<file path="config.mk">
export PLATFORM = sky130hd
export DESIGN_NAME = request_unit_flat
export DESIGN_NICKNAME = d
export VERILOG_FILES = /design/src/rtl/request_unit_if.sv /design/src/rtl/request_unit.sv /design/src/flat_wrapper.sv
export SDC_FILE = /design/constraint.sdc
export NUM_CORES = 1
export LEC_CHECK = 0
export CAP_MARGIN = 25
export CORE_ASPECT_RATIO = 1.75
export CORE_MARGIN = 2
export CORE_UTILIZATION = 28
export DETAILED_ROUTE_END_ITERATION = 6
export GPL_ROUTABILITY_DRIVEN = 0
export GPL_TIMING_DRIVEN = 0
export HOLD_SLACK_MARGIN = 0.1
export SLEW_MARGIN = 20
export SYNTH_ARGS = -nofsm -noshare
export SYNTH_HDL_FRONTEND = slang
export SYNTH_SLANG_ARGS = --single-unit
</file>
<file path="constraint.sdc">
create_clock -name CLK -period 2.28 [get_ports CLK]
set_input_delay 0.456 -clock CLK [delete_from_list [all_inputs] [get_ports CLK]]
set_output_delay 0.456 -clock CLK [all_outputs]
set_load 0.005 [all_outputs]
</file>
<file path="src/rtl/request_unit_if.sv">
// Handshake bundle between the request unit, the fetch/decode front end and
// the instruction/data memory ports.
interface request_unit_if;
    logic        ihit;
    logic        dhit;
    logic        cu_dREN;
    logic        cu_dWEN;
    logic        cu_datomic;
    logic        cu_halt;
    logic [31:0] daddr;
    logic        snoop_inv;
    logic [31:0] snoop_addr;
    logic        imemREN;
    logic        dmemREN;
    logic        dmemWEN;
    logic        pc_en;
    logic        halt;
    logic        link_valid;
    logic        sc_success;

    modport master (
        input  ihit, dhit, cu_dREN, cu_dWEN, cu_datomic, cu_halt, daddr,
               snoop_inv, snoop_addr,
        output imemREN, dmemREN, dmemWEN, pc_en, halt, link_valid, sc_success
    );

    modport slave (
        output ihit, dhit, cu_dREN, cu_dWEN, cu_datomic, cu_halt, daddr,
               snoop_inv, snoop_addr,
        input  imemREN, dmemREN, dmemWEN, pc_en, halt, link_valid, sc_success
    );
endinterface

</file>
<file path="src/rtl/request_unit.sv">
// Sequences instruction fetch and data access for a single-issue core,
// including LL/SC link tracking with snoop invalidation.
module request_unit (
    input  logic           CLK,
    input  logic           nRST,
    request_unit_if.master ru
);
    typedef enum logic [1:0] {FETCH, DATA, HALTED} state_t;

    state_t      state, state_n;
    logic        dren_q, dren_n;
    logic        dwen_q, dwen_n;
    logic        halt_q, halt_n;
    logic        link_q, link_n;
    logic        sc_q, sc_n;
    logic        atomic_q, atomic_n;
    logic [31:0] addr_q, addr_n;
    logic [31:0] link_addr_q, link_addr_n;
    logic        pc_en;

    always_ff @(posedge CLK or negedge nRST) begin
        if (!nRST) begin
            state       <= FETCH;
            dren_q      <= 1'b0;
            dwen_q      <= 1'b0;
            halt_q      <= 1'b0;
            link_q      <= 1'b0;
            sc_q        <= 1'b0;
            atomic_q    <= 1'b0;
            addr_q      <= '0;
            link_addr_q <= '0;
        end else begin
            state       <= state_n;
            dren_q      <= dren_n;
            dwen_q      <= dwen_n;
            halt_q      <= halt_n;
            link_q      <= link_n;
            sc_q        <= sc_n;
            atomic_q    <= atomic_n;
            addr_q      <= addr_n;
            link_addr_q <= link_addr_n;
        end
    end

    always_comb begin
        state_n     = state;
        dren_n      = dren_q;
        dwen_n      = dwen_q;
        halt_n      = halt_q;
        link_n      = link_q;
        sc_n        = sc_q;
        atomic_n    = atomic_q;
        addr_n      = addr_q;
        link_addr_n = link_addr_q;
        pc_en       = 1'b0;

        case (state)
            FETCH: begin
                if (ru.ihit) begin
                    if (ru.cu_halt) begin
                        state_n = HALTED;
                        halt_n  = 1'b1;
                    end else if (ru.cu_dWEN) begin
                        // A write wins over a simultaneous read request.
                        if (ru.cu_datomic) begin
                            if (link_q && (link_addr_q == ru.daddr)) begin
                                dwen_n   = 1'b1;
                                sc_n     = 1'b1;
                                link_n   = 1'b0;
                                addr_n   = ru.daddr;
                                atomic_n = 1'b1;
                                state_n  = DATA;
                            end else begin
                                sc_n  = 1'b0;
                                pc_en = 1'b1;
                            end
                        end else begin
                            dwen_n   = 1'b1;
                            addr_n   = ru.daddr;
                            atomic_n = 1'b0;
                            state_n  = DATA;
                            if (link_addr_q == ru.daddr)
                                link_n = 1'b0;
                        end
                    end else if (ru.cu_dREN) begin
                        dren_n   = 1'b1;
                        addr_n   = ru.daddr;
                        atomic_n = ru.cu_datomic;
                        state_n  = DATA;
                    end else begin
                        pc_en = 1'b1;
                    end
                end
            end
            DATA: begin
                if (ru.dhit) begin
                    pc_en   = 1'b1;
                    dren_n  = 1'b0;
                    dwen_n  = 1'b0;
                    state_n = FETCH;
                    if (dren_q && atomic_q) begin
                        link_n      = 1'b1;
                        link_addr_n = addr_q;
                    end
                end
            end
            HALTED: begin
            end
            default: state_n = FETCH;
        endcase

        // Snoop is checked against the link address as it will be after this
        // edge, so a snoop hitting an LL in flight cancels the new link.
        if (ru.snoop_inv && (ru.snoop_addr == link_addr_n))
            link_n = 1'b0;
    end

    assign ru.imemREN    = (state == FETCH);
    assign ru.dmemREN    = dren_q;
    assign ru.dmemWEN    = dwen_q;
    assign ru.pc_en      = pc_en;
    assign ru.halt       = halt_q;
    assign ru.link_valid = link_q;
    assign ru.sc_success = sc_q;
endmodule

</file>
<file path="src/flat_wrapper.sv">
// flat-port wrapper written by rule: the top's interface ports become plain ports
module request_unit_flat 
  (CLK, nRST, ru_ihit, ru_dhit, ru_cu_dREN, ru_cu_dWEN, ru_cu_datomic, ru_cu_halt, ru_daddr, ru_snoop_inv, ru_snoop_addr, ru_imemREN, ru_dmemREN, ru_dmemWEN, ru_pc_en, ru_halt, ru_link_valid, ru_sc_success);
  request_unit_if ru_i ();
  input  logic CLK;
  input  logic nRST;
  input wire logic [$bits(ru_i.ihit)-1:0] ru_ihit;
  input wire logic [$bits(ru_i.dhit)-1:0] ru_dhit;
  input wire logic [$bits(ru_i.cu_dREN)-1:0] ru_cu_dREN;
  input wire logic [$bits(ru_i.cu_dWEN)-1:0] ru_cu_dWEN;
  input wire logic [$bits(ru_i.cu_datomic)-1:0] ru_cu_datomic;
  input wire logic [$bits(ru_i.cu_halt)-1:0] ru_cu_halt;
  input wire logic [$bits(ru_i.daddr)-1:0] ru_daddr;
  input wire logic [$bits(ru_i.snoop_inv)-1:0] ru_snoop_inv;
  input wire logic [$bits(ru_i.snoop_addr)-1:0] ru_snoop_addr;
  output wire logic [$bits(ru_i.imemREN)-1:0] ru_imemREN;
  output wire logic [$bits(ru_i.dmemREN)-1:0] ru_dmemREN;
  output wire logic [$bits(ru_i.dmemWEN)-1:0] ru_dmemWEN;
  output wire logic [$bits(ru_i.pc_en)-1:0] ru_pc_en;
  output wire logic [$bits(ru_i.halt)-1:0] ru_halt;
  output wire logic [$bits(ru_i.link_valid)-1:0] ru_link_valid;
  output wire logic [$bits(ru_i.sc_success)-1:0] ru_sc_success;
  assign ru_i.ihit = ru_ihit;
  assign ru_i.dhit = ru_dhit;
  assign ru_i.cu_dREN = ru_cu_dREN;
  assign ru_i.cu_dWEN = ru_cu_dWEN;
  assign ru_i.cu_datomic = ru_cu_datomic;
  assign ru_i.cu_halt = ru_cu_halt;
  assign ru_i.daddr = ru_daddr;
  assign ru_i.snoop_inv = ru_snoop_inv;
  assign ru_i.snoop_addr = ru_snoop_addr;
  assign ru_imemREN = ru_i.imemREN;
  assign ru_dmemREN = ru_i.dmemREN;
  assign ru_dmemWEN = ru_i.dmemWEN;
  assign ru_pc_en = ru_i.pc_en;
  assign ru_halt = ru_i.halt;
  assign ru_link_valid = ru_i.link_valid;
  assign ru_sc_success = ru_i.sc_success;
  request_unit u_core (.CLK(CLK), .nRST(nRST), .ru(ru_i));
endmodule
</file>
==> summary.md, run 1 <==
| Metric | Value |
|---|---|
| Status | complete, but fails checks |
| Violated checks | negative setup slack |
| CTS tree | built |
| Synthesized area | 3860 µm² |
| Drt drc | 0 |
| CP startpoint | ru_daddr[15] |
| NumNets Final | 509 |
| Syn_area_per_cell | 11.6 µm² |
| Port Buffers | 79 |
| Sw Ratio | 25.1% |
| GRT Overall Usage | 16.8% |
| GR Overflow Total | 0 |
| CTS clock-pin slew for the worst setup and hold paths | ~0.060 ns |
| Area of placed instances | about 5000 µm² |
| WL final | 12100 µm |
| Comb pwr share | 16.6% |
| WL/cell | 19.6 µm |
| Final Skew | 0.00607 ns |
| Vias per std cell | 4.98 |
| Mux contribution to synthesized area | around 17% |
| Combinational family with the most area after synthesis | multiplexers |
| Count of cell types in the netlist | 50 |
| F_max | 372 MHz |
| Worst EP required | between 2 and 2.5 ns |
| CP top delay family | simple AND/OR/NAND/NOR gates |
| Slew Limit Fails | 0 |
| Area Overhead vs Synth | 44.3% |
| Syn_nets | between 400 and 500 |
| CTS root buf | clkbuf_16 |
| Leak | 2.46 nW |
| Reg power frac | 44.5% |
| Final ANT Viol Nets | 0 |
| Via count | around 3100 |
| Worst skew pair latency | 0.33 ns |
| Worst path slowest cell | nor4_4 |
| Share of layout cells above drive strength 1 | 26.4% |
| Die height | 159 µm |
| Seq/Total Area, Yosys | between 40% and 50% |
| Initial antenna violation count | 0 |
| TritonCTS Buffers | 9 |
| Iteration count of the initial detailed-routing pass | 4 |
| Xor/xnor share of the synthesized area | 13.2% |
| Die X-Extent | 92.8 µm |
| Initial Util | roughly 29% |
| CTS Sinks | 72 |
| PnR worst setup slack | -0.411 ns |
| Core Area | 13500 µm² |
| RSZ-0062 raised after global routing | yes |
| Worst slew pin tran | 0.592 ns |
| Yosys warnings | 0 |
| Min-delay src | u_core.ru.halt |
| Synth Area in Adders | 0% |
| Max-slew headroom | about three fifths |
| Rows | 56 |
| MaxCap Viol Count | 0 |
| DRT iter0 DRCs | 197 |
| #FFs+latches synth | 72 |
| Hold Path Class | reg2reg |
| Final Critical Period | 2.69 ns |
| Commonest cells after routing, fill and taps aside | 71 x dfrtp_1, 44 x clkdlybuf4s50_1, 35 x xnor2_1, 32 x mux2_4, 31 x dlygate4sd2_1 |
| EDFF count, synth | 0 |
| FF-to-FF Start | u_core.link_addr_q[15] |
| Worst EP arrival | 2.90 ns |
| # diodes | 0 |
| CTS H-tree lvls | 3 |
| Simple-Gate Fraction of Synth Area | 9.01% |
| Clock Tree Buf Depth | 2 |
| CP endpoint kind | flip-flop |
| First-pass GRT wire length | 18500 µm |
| Post-Synthesis Cells | about 330 |
| Startpoint class of the critical path | input pin |
| Peak fanout along the critical path | 8 |
| P per Cell Area | 602 nW/µm² |
| Design Area, Final | around 5600 µm² |
| Crit-path max cell delay | 0.43 ns |
| Vias in the first global route | 3359 |
| Worst hold margin | between 0.4 and 0.5 ns |
| Die Area | 14800 µm² |
| Endpoints failing hold | 0 |
| Async S/R FF share, synth | between 90% and 100% |
| Final Setup Violations | 35 |
| Power share of the clock group | about 39% |
| Peak supply drop | 0.000318 V |
| Top_reg_cell synth | dfrtp_1 |
| Post-synthesis compound-gate area fraction | 10.3% |
| Ports | 80 |
| WP buf/inv | 4 |
| Detailed-placement wirelength estimate | 9020 µm |
| Setup CP Type | in2reg |
| Internal | 0.00251 W |
| Tcrit/Tclk final | 118% |
| Largest net degree at the start of global routing | 46 |
| Crit-path cells | clkdlybuf4s15_1, xnor2_2, nand4_1, nor4_4, nand3_2, buf_6, a311oi_4, buf_12, clkbuf_16, mux2_4 |
| Sw Pwr | 0.000840 W |
| Commonest non-fill, non-tap cell in the layout | dfrtp_1 |
-- cells in the mapped netlist (2+ instances only) --
library cell | n | area [µm²]
dfrtp_1 | 72 | 1800
mux2i_1 | 3 | 30.0
o2111ai_1 | 4 | 35.0
o2bb2ai_1 | 3 | 26.3
nand4_1 | 10 | 62.6
a2111oi_0 | 2 | 17.5
nor2_1 | 4 | 15.0
o22ai_1 | 7 | 43.8
nor4_2 | 2 | 25.0
buf_2 | 3 | 15.0
xnor2_1 | 44 | 385
inv_1 | 23 | 86.3
nand2b_1 | 2 | 12.5
buf_6 | 3 | 33.8
a222oi_1 | 2 | 20.0
mux2_1 | 29 | 327
and3_1 | 3 | 18.8
nor2b_1 | 3 | 18.8
a21o_1 | 2 | 15.0
mux2_2 | 27 | 304
xor2_1 | 14 | 123
nor4_1 | 6 | 37.5
o211ai_1 | 2 | 15.0
nand2_1 | 11 | 41.3
o21ai_0 | 10 | 50.1
a221o_1 | 2 | 20.0
nand3_1 | 9 | 45.0
a21oi_1 | 6 | 30.0
a31oi_1 | 4 | 25.0
-- area by class of cell --
cell class | count | area [µm²]
Sequential cell | 72 | 1800
Inverter | 23 | 86.3
Timing Repair Buffer | 94 | 953
Multi-Input combinational cell | 230 | 2170
Clock inverter | 4 | 20.0
Clock buffer | 11 | 253
Tap cell | 174 | 218
Buffer | 6 | 66.3
Fill cell | 1313 | 7880
-- power groups by stage --
stage               Combinational [W]  Sequential, W  Clock, W
floorplan                    0.000210        0.00148         0
global placement             0.000466        0.00150         0
detailed placement           0.000480        0.00150         0
CTS                          0.000547        0.00149   0.00133
global route                 0.000600        0.00151   0.00138
finish                       0.000557        0.00149   0.00130
-- through the flow --
| stage | setup WS [ns] | util, % | instances | TNS, ns | power [W] |
|---|---|---|---|---|---|
| 3_3_place_gp | -1.72 | 36.2 | 586 | -182.40 | 0.00196 |
| 3_5_place_dp | -1.32 | 36.4 | 587 | -60.13 | 0.00198 |
| 6_report | -0.411 | 41.4 | 614 | -13.26 | 0.00335 |
| 2_1_floorplan | 0.0422 | - | 333 | 0 | 0.00169 |
| 5_1_grt | -0.469 | 41.4 | 614 | -15.53 | 0.00349 |
| 4_1_cts | -0.371 | 41.4 | 616 | -11.10 | 0.00337 |
-- registers in the layout (all words and copies together) (netlist names) --
signal and flops:
u_core.ru.dmemREN 1, u_core.addr_q 32, u_core.link_addr_q 32, u_core.ru.halt 1
u_core.atomic_q 1, u_core.state 2, u_core.ru.link_valid 1, u_core.ru.sc_success 1
u_core.ru.dmemWEN 1
-- path summary, 6_finish.rpt --
path	end	slack (ns)	cells past startpoint
setup / recovery	u_core.addr_q[16]	-0.41	10
hold / removal	u_core.ru.halt	0.48	1
setup reg to reg	u_core.addr_q[16]	-0.38	9
hold reg to reg	u_core.ru.halt	0.48	1
max in group asynchronous	u_core.state[0]	1.13	3
min in group asynchronous	u_core.link_addr_q[18]	0.60	2
-- repair_timing --
action,CTS,global route
setup endpoints to repair,55,37
cloned,2,1
setup buffers,12,0
hold buffers,1,0
pin swaps,20,9
endpoints found under the hold margin,27,0
gates resized for setup,100,15
-- kinds of logic after synthesis --
kind of cell	after synthesis
flops	72
mux	59
compound gates	54
xor+xnor	58
simple gates	59
buf+inv	31
-- routing by layer --
layer | share of wire [%] | vias up | GRT usage [%]
li1 | - | 1415 | -
met1 | 36 | 1517 | 17.6
met2 | 55 | 97 | 30.9
met3 | 4.8 | 30 | 2.74
met4 | 4.3 | 0 | 9.96
met5 | 0 | - | 0
Note: power is estimated with default switching activity, not from simulation.
==> run 2, diff against run 1 <==
Settings changed: ABC_AREA set to 1.
Clock period 2.28 ns to 3.05 ns, I/O delays scaled along.
==> run 2 against run 1 <==
Clock power is 10% lower. Global-route usage decreased by 0.83 points. Combinational power up 75%. Synthesized area grew 3.6%. Utilization is 2.4 points lower. The run now ends clean. First-iteration DRC count up 33%. Synthesized cell count grew 60%. Cell count rose by 32%. Critical path type is now in2out. Sequential cell count unchanged. Via count rose by 17%. Register-to-register slack better by 1.3 ns. Largest cell class unchanged.
==> summary.md, run 2 <==
| Metric | Value |
|---|---|
| Final Setup Violations | 0 |
| Iteration count of the initial detailed-routing pass | 5 |
| Drt drc | 0 |
| Xor/xnor share of the synthesized area | 7.45% |
| Detailed-placement wirelength estimate | ~9000 µm |
| Rows | 57 |
| CTS Sinks | 72 |
| CTS tree | built |
| CTS root buf | clkbuf_16 |
| Crit-path max cell delay | a little over 0.5 ns |
| Multi-input gate area | about 1800 µm² |
| F_max | 339 MHz |
| Synth cell count leaders | 202 x nand2_1, 72 x dfrtp_1, 71 x inv_1 |
| CTS clock-pin slew for the worst setup and hold paths | approximately 0.05 ns |
| Crit-path cells | clkdlybuf4s50_1, xnor2_1, nand2_1, nor2_2, nand2_2, nor2_4, nand3_2, nand3_2, nand2_1, nand2_1, o21ai_1, dlygate4sd2_1 |
| Hold-fix buffers, CTS | 0 |
| Area of placed instances | 5030 µm² |
| Setup CP Type | in2out |
| GRT Overall Usage | 16.0% |
| Mux contribution to synthesized area | 0% |
| Commonest non-fill, non-tap cell in the layout | nand2_1 |
| Worst skew pair latency | 0.33 ns |
| P per Cell Area | around 660 nW/µm² |
| Final ANT Viol Nets | 0 |
| CP endpoint kind | output port |
| Most frequent CP cell | nand2_1 |
| Count of cell types in the netlist | 25 |
| Peak supply drop | between 0.0002 and 0.0003 V |
| Final cell count without fillers | 808 |
| Worst slew pin tran | 0.677 ns |
| Peak fanout along the critical path | 2 |
| WL/cell | between 10 and 15 µm |
| Design Area, Final | between 5000 and 6000 µm² |
| Seq/Total Area, Yosys | 45.1% |
| Final TNS setup | 0 ns |
| Slew Limit Fails | 0 |
| Startpoint class of the critical path | input pin |
| DP Worst Slack | -0.360 ns |
| Share of layout cells above drive strength 1 | roughly 11% |
| Hold Path Class | in2async |
| Commonest cells after routing, fill and taps aside | 200 x nand2_1, 72 x dfrtp_1, 71 x inv_1, 71 x clkdlybuf4s50_1 |
| Via count | 3578 |
| Top_reg_cell synth | dfrtp_1 |
| Status | finished, final reports clean |
| Yosys warnings | 0 |
| WP buf/inv | 2 |
| Die height | around 160 µm |
| Die X-Extent | 94.3 µm |
| Final Critical Period | approximately 3 ns |
| RSZ-0062 raised after global routing | no |
| Core Area | 13900 µm² |
| First-pass GRT wire length | 18500 µm |
| Port Buffers | 79 |
| NumNets Final | 699 |
| PnR worst setup slack | 0.0978 ns |
| Post-Synthesis Cells | 534 |
| Fillers | between 1000 and 1500 |
| Synth Area in Adders | 0% |
| Worst EP required | 2.44 ns |
| #FFs+latches synth | ~70 |
| EDFF count, synth | 0 |
| Worst EP arrival | between 2 and 2.5 ns |
| Count leader, synth | nand2_1 |
| Synthesized area | approximately 4000 µm² |
| Ports | 80 |
| Worst hold margin | 0.241 ns |
| Initial Util | 28.7% |
| Area leader, netlist | dfrtp_1 |
| Initial antenna violation count | 0 |
| Synth area leaders | dfrtp_1 45%, nand2_1 19%, xnor2_1 7.2% |
| Tcrit/Tclk final | around 97% |
| DRT iter0 DRCs | 262 |
| Yosys top cell area share | 45.1% |
| WL final | 11700 µm |
| # diodes | 0 |
| Endpoints failing hold | 0 |
| Largest regs | u_core.addr_q x32, u_core.link_addr_q x32, u_core.state x2 |
| TritonCTS Buffers | 9 |
| CP top delay family | buffers and inverters |
| Worst path slowest cell | clkdlybuf4s50_1 |
| Vias in the first global route | between 3000 and 4000 |
| Combinational family with the most area after synthesis | simple AND/OR/NAND/NOR gates |
| Largest net degree at the start of global routing | 39 |
| GR Overflow Total | 0 |
| Syn_nets | 607 |
| Die Area | 15300 µm² |
| CTS H-tree lvls | 3 |
| Clock Tree Buf Depth | 2 |
| Syn_area_per_cell | 7.49 µm² |
| Async S/R FF share, synth | 100% |
| Vias per std cell | 4.43 |
| MaxCap Viol Count | 0 |
| Leak | 2.74 nW |
| Cell Count Post-Placement | 791 |
| Simple-Gate Fraction of Synth Area | 29.6% |
| Max-slew headroom | 54.8% |
| Post-synthesis compound-gate area fraction | just under 8% |
| Area Overhead vs Synth | 35.6% |
| Final Skew | 0.00466 ns |
| Register area | 1800 µm² |
==> run 2: changes by cell type after synthesis, moves of 11 or more <==
cell     before  now
nand2_1      11  202
inv_1        23   71
nor2_1        4   35
o21ai_1       0   31
mux2_1       29    0
mux2_2       27    0
nand2_2       0   18
xor2_1       14    1
xnor2_1      44   33
==> run 2: power breakdown <==
part	leakage (nW)	total (W)	internal (W)	switching, W
clock network	0.163	0.00117	0.000784	0.000388
logic	1.67	0.000973	0.000450	0.000523
registers	0.910	0.00145	0.00126	0.000190
total	2.74	0.00359	0.00249	0.00110
==> run 2: what timing repair did <==
action,CTS,global route
resized for setup,8,11
endpoints found under the setup margin,1,1
pin swaps,4,5
gates cloned,0,0
buffers inserted,1,0
==> run 2: layout make-up <==
| class | count | area share, % |
|---|---|---|
| Inverter | 75 | 5.19 |
| Sequential cell | 72 | 33.2 |
| Buffer | 13 | 2.26 |
| Tap cell | 177 | 4.08 |
| Clock inverter | 2 | 1.11 |
| Multi-Input combinational cell | 374 | 33.8 |
| Clock buffer | 14 | 5.05 |
| Timing Repair Buffer | 81 | 15.2 |
==> run 2: routing by layer <==
metal | routed length [µm] | part of all wire [%] | GRT usage (%) | vias to the layer above
met5 | 0 | 0 | 0 | -
met4 | 359 | 3.1 | 7.97 | 0
met3 | 479 | 4.1 | 2.50 | 25
met2 | 6440 | 55 | 29.3 | 86
met1 | 4410 | 38 | 17.4 | 1663
li1 | - | - | - | 1804
==> run 2: path summary, 6_finish.rpt <==
kind	startpoint	endpoint	slack, ns	cells past startpoint
worst min register to register	u_core.ru.halt	u_core.ru.halt	0.47	2
max in group asynchronous	nRST	u_core.addr_q[27]	2.22	2
min in group CLK	u_core.ru.halt	u_core.ru.halt	0.47	2
worst min-delay path	nRST	u_core.addr_q[5]	0.24	1
worst max-delay path	ru_daddr[8]	ru_pc_en	0.1	12
worst max register to register	u_core.state[1]	u_core.ru.link_valid	0.96	14
==> run 2: metrics by stage <==
step	util, %	total power (W)
after floorplan	-	0.00204
after global placement	36.0	0.00238
after detailed placement	36.1	0.00243
after CTS	38.7	0.00362
after global routing	39.0	0.00382
final	39.0	0.00359
==> run 2: logic make-up after synthesis <==
family,count (synthesis)
xor+xnor,34
simple gates,284
compound gates,56
buf+inv,88
flops,72
==> run 3, diff against run 2 <==
Settings changed: ABC_AREA 1 to not set, CORE_MARGIN 2 to 3, MAX_ROUTING_LAYER set to met4.
==> run 3 against run 2 <==
Clock-buffer cell count increased by 1. Critical path type unchanged. Utilization grew 0.76 points. Routed wire length grew 0.19%. Via count shrank 17%. Maximum frequency increased by 0.61%. Hold slack lost 0.10 ns. Sequential cell count is the same. Critical endpoint unchanged. Final area down 1.4%. First-iteration DRC count fell by 40%. Combinational power is 63% lower.
==> summary.md, run 3 (synthesis results as in run 1) <==
| Metric | Value |
|---|---|
| Clock Tree Buf Depth | 2 |
| Worst EP arrival | 2.32 ns |
| Share of layout cells above drive strength 1 | 16.2% |
| Rows | between 50 and 60 |
| CTS root buf | clkbuf_16 |
| Initial Util | between 20 and 30% |
| Peak fanout along the critical path | 2 |
| Largest regs | u_core.addr_q x32, u_core.link_addr_q x32, u_core.state x2 |
| Initial antenna violation count | 0 |
| Final Setup Violations | 0 |
| Worst EP required | approximately 2.4 ns |
| Core Area | about 13000 µm² |
| Die Area | approximately 15000 µm² |
| Drt drc | 0 |
| CTS Sinks | 72 |
| CTS H-tree lvls | 3 |
| Detailed-placement wirelength estimate | 9100 µm |
| GR Overflow Total | 0 |
| # diodes | 0 |
| WL final | 11700 µm |
| DRT iter0 DRCs | 157 |
| Die height | 161 µm |
| CTS tree | built |
| MaxCap Viol Count | 0 |
| WP depth | 8 |
| Final Skew | 0.00547 ns |
| P per Cell Area | 457 nW/µm² |
| Worst skew pair latency | 0.33 ns |
| NumNets Final | between 500 and 600 |
| Worst path slowest cell | clkdlybuf4s50_1 |
| Register-to-Register Path Depth | 9 |
| CP top delay family | buffers and inverters |
| TritonCTS Buffers | 9 |
| Vias per std cell | 4.92 |
| Tcrit/Tclk final | 96.2% |
| PnR worst setup slack | between 0.1 and 0.15 ns |
| RSZ-0062 raised after global routing | no |
| First-pass GRT wire length | between 15000 and 20000 µm |
| CP endpoint kind | output port |
| Leak | around 2.5 nW |
| Port Buffers | 79 |
| Area Overhead vs Synth | 38.5% |
| DP Worst Slack | -0.719 ns |
| Commonest cells after routing, fill and taps aside | 72 x dfrtp_1, 51 x clkdlybuf4s50_1, 35 x xnor2_1, 29 x mux2_1, 27 x mux2_2 |
| Total power | 0.00244 W |
| Slew Limit Fails | 0 |
| Ports | 80 |
| Vias in the first global route | 3274 |
| Max-slew headroom | 48.3% |
| WP buf/inv | 2 |
| F_max | between 300 and 400 MHz |
| Crit-path cells | clkdlybuf4s50_1, xnor2_1, nand4_1, nor4_4, nand3_2, a31oi_1, o21ai_1, buf_2 |
| Die X-Extent | 94.8 µm |
| Largest net degree at the start of global routing | 58 |
| CTS clock-pin slew for the worst setup and hold paths | 0.05 ns |
| Via count | 2984 |
| Final Critical Period | 2.93 ns |
| Commonest non-fill, non-tap cell in the layout | dfrtp_1 |
| Final ANT Viol Nets | 0 |
| Final core utilization | between 30% and 40% |
| Startpoint class of the critical path | input pin |
| Hold Path Class | in2async |
| Crit-path max cell delay | 0.50 ns |
| Endpoints failing hold | 0 |
| Iteration count of the initial detailed-routing pass | 4 |
| Setup CP Type | in2out |
| Worst slew pin tran | 0.756 ns |
| GRT Overall Usage | 16.3% |
| Status | finished, final reports clean |
| WL/cell | 19.3 µm |
| Peak supply drop | 0.000234 V |
## run 3: cell types whose count changed in the layout (fill, tap and decap cells not counted), sizes merged, moves of 11 or more
cell / before / now
nand2: 221 / 11
mux2: 0 / 56
inv: 75 / 23
o21ai: 48 / 10
nor2: 37 / 5
clkdlybuf4s50: 71 / 51
dlymetal6s2s: 5 / 21
xor2: 1 / 14
nand3: 20 / 9
xnor2: 33 / 44
## run 3: power by group
group	internal, W	switching (W)	total, W
combinational	0.000202	0.000155	0.000357
clock	0.000592	0.000384	0.000976
sequential	0.00104	0.0000669	0.00111
total	0.00184	0.000605	0.00244
## run 3: area by class of cell
cell class	instances	area, µm²
timing repair buffer	85	895
buffer	8	61.3
clock buffer	15	268
fill	1314	8110
sequential	72	1800
inverter	23	86.3
multi-input combinational	230	2020
tap	174	218
## run 3: worst register-to-register path, delay by kind of cell (launching register included)
kind / cells / cell delay, ns
compound gates: 1 / 0.23
buf+inv: 3 / 0.57
xor+xnor: 1 / 0.21
mux: 1 / 0.35
flops: 1 / 0.41
simple gates: 3 / 0.79
## run 3: per-stage QoR
stage | instances | TNS, ns | instance area, µm² | hold WS, ns
floorplan | 333 | 0 | 3860 | 0.314
global placement | 586 | -105.46 | 4870 | 0.449
detailed placement | 587 | -25.73 | 4890 | 0.458
CTS | 607 | -0.0408 | 5250 | 0.140
global route | 607 | 0 | 5350 | 0.150
finish | 607 | 0 | 5350 | 0.141
## run 3: timing repair
action	CTS	global route
setup endpoints to repair	36	2
setup buffers	5	0
gates resized for setup	17	31
hold buffers	0	0
endpoints found under the hold margin	0	0
pin swaps	11	15
## run 3: path summary, 6_finish.rpt
path / start / to / slack, ns
max in group asynchronous: nRST / u_core.addr_q[8] / 2.35
worst min-delay path: nRST / u_core.link_addr_q[7] / 0.14
worst max-delay path: ru_daddr[2] / ru_pc_en / 0.12
worst min register to register: u_core.ru.halt / u_core.ru.halt / 0.46
worst max register to register: u_core.link_addr_q[15] / u_core.addr_q[8] / 0.37
min in group CLK: u_core.ru.halt / u_core.ru.halt / 0.46
## run 3: layer usage
metal	share of wire, %	track usage [%]	vias to the layer above
li1	-	-	1400
met1	36	16.9	1456
met2	55	28.8	99
met3	4.4	2.70	29
met4	4.4	8.87	0
met5	0	-	-
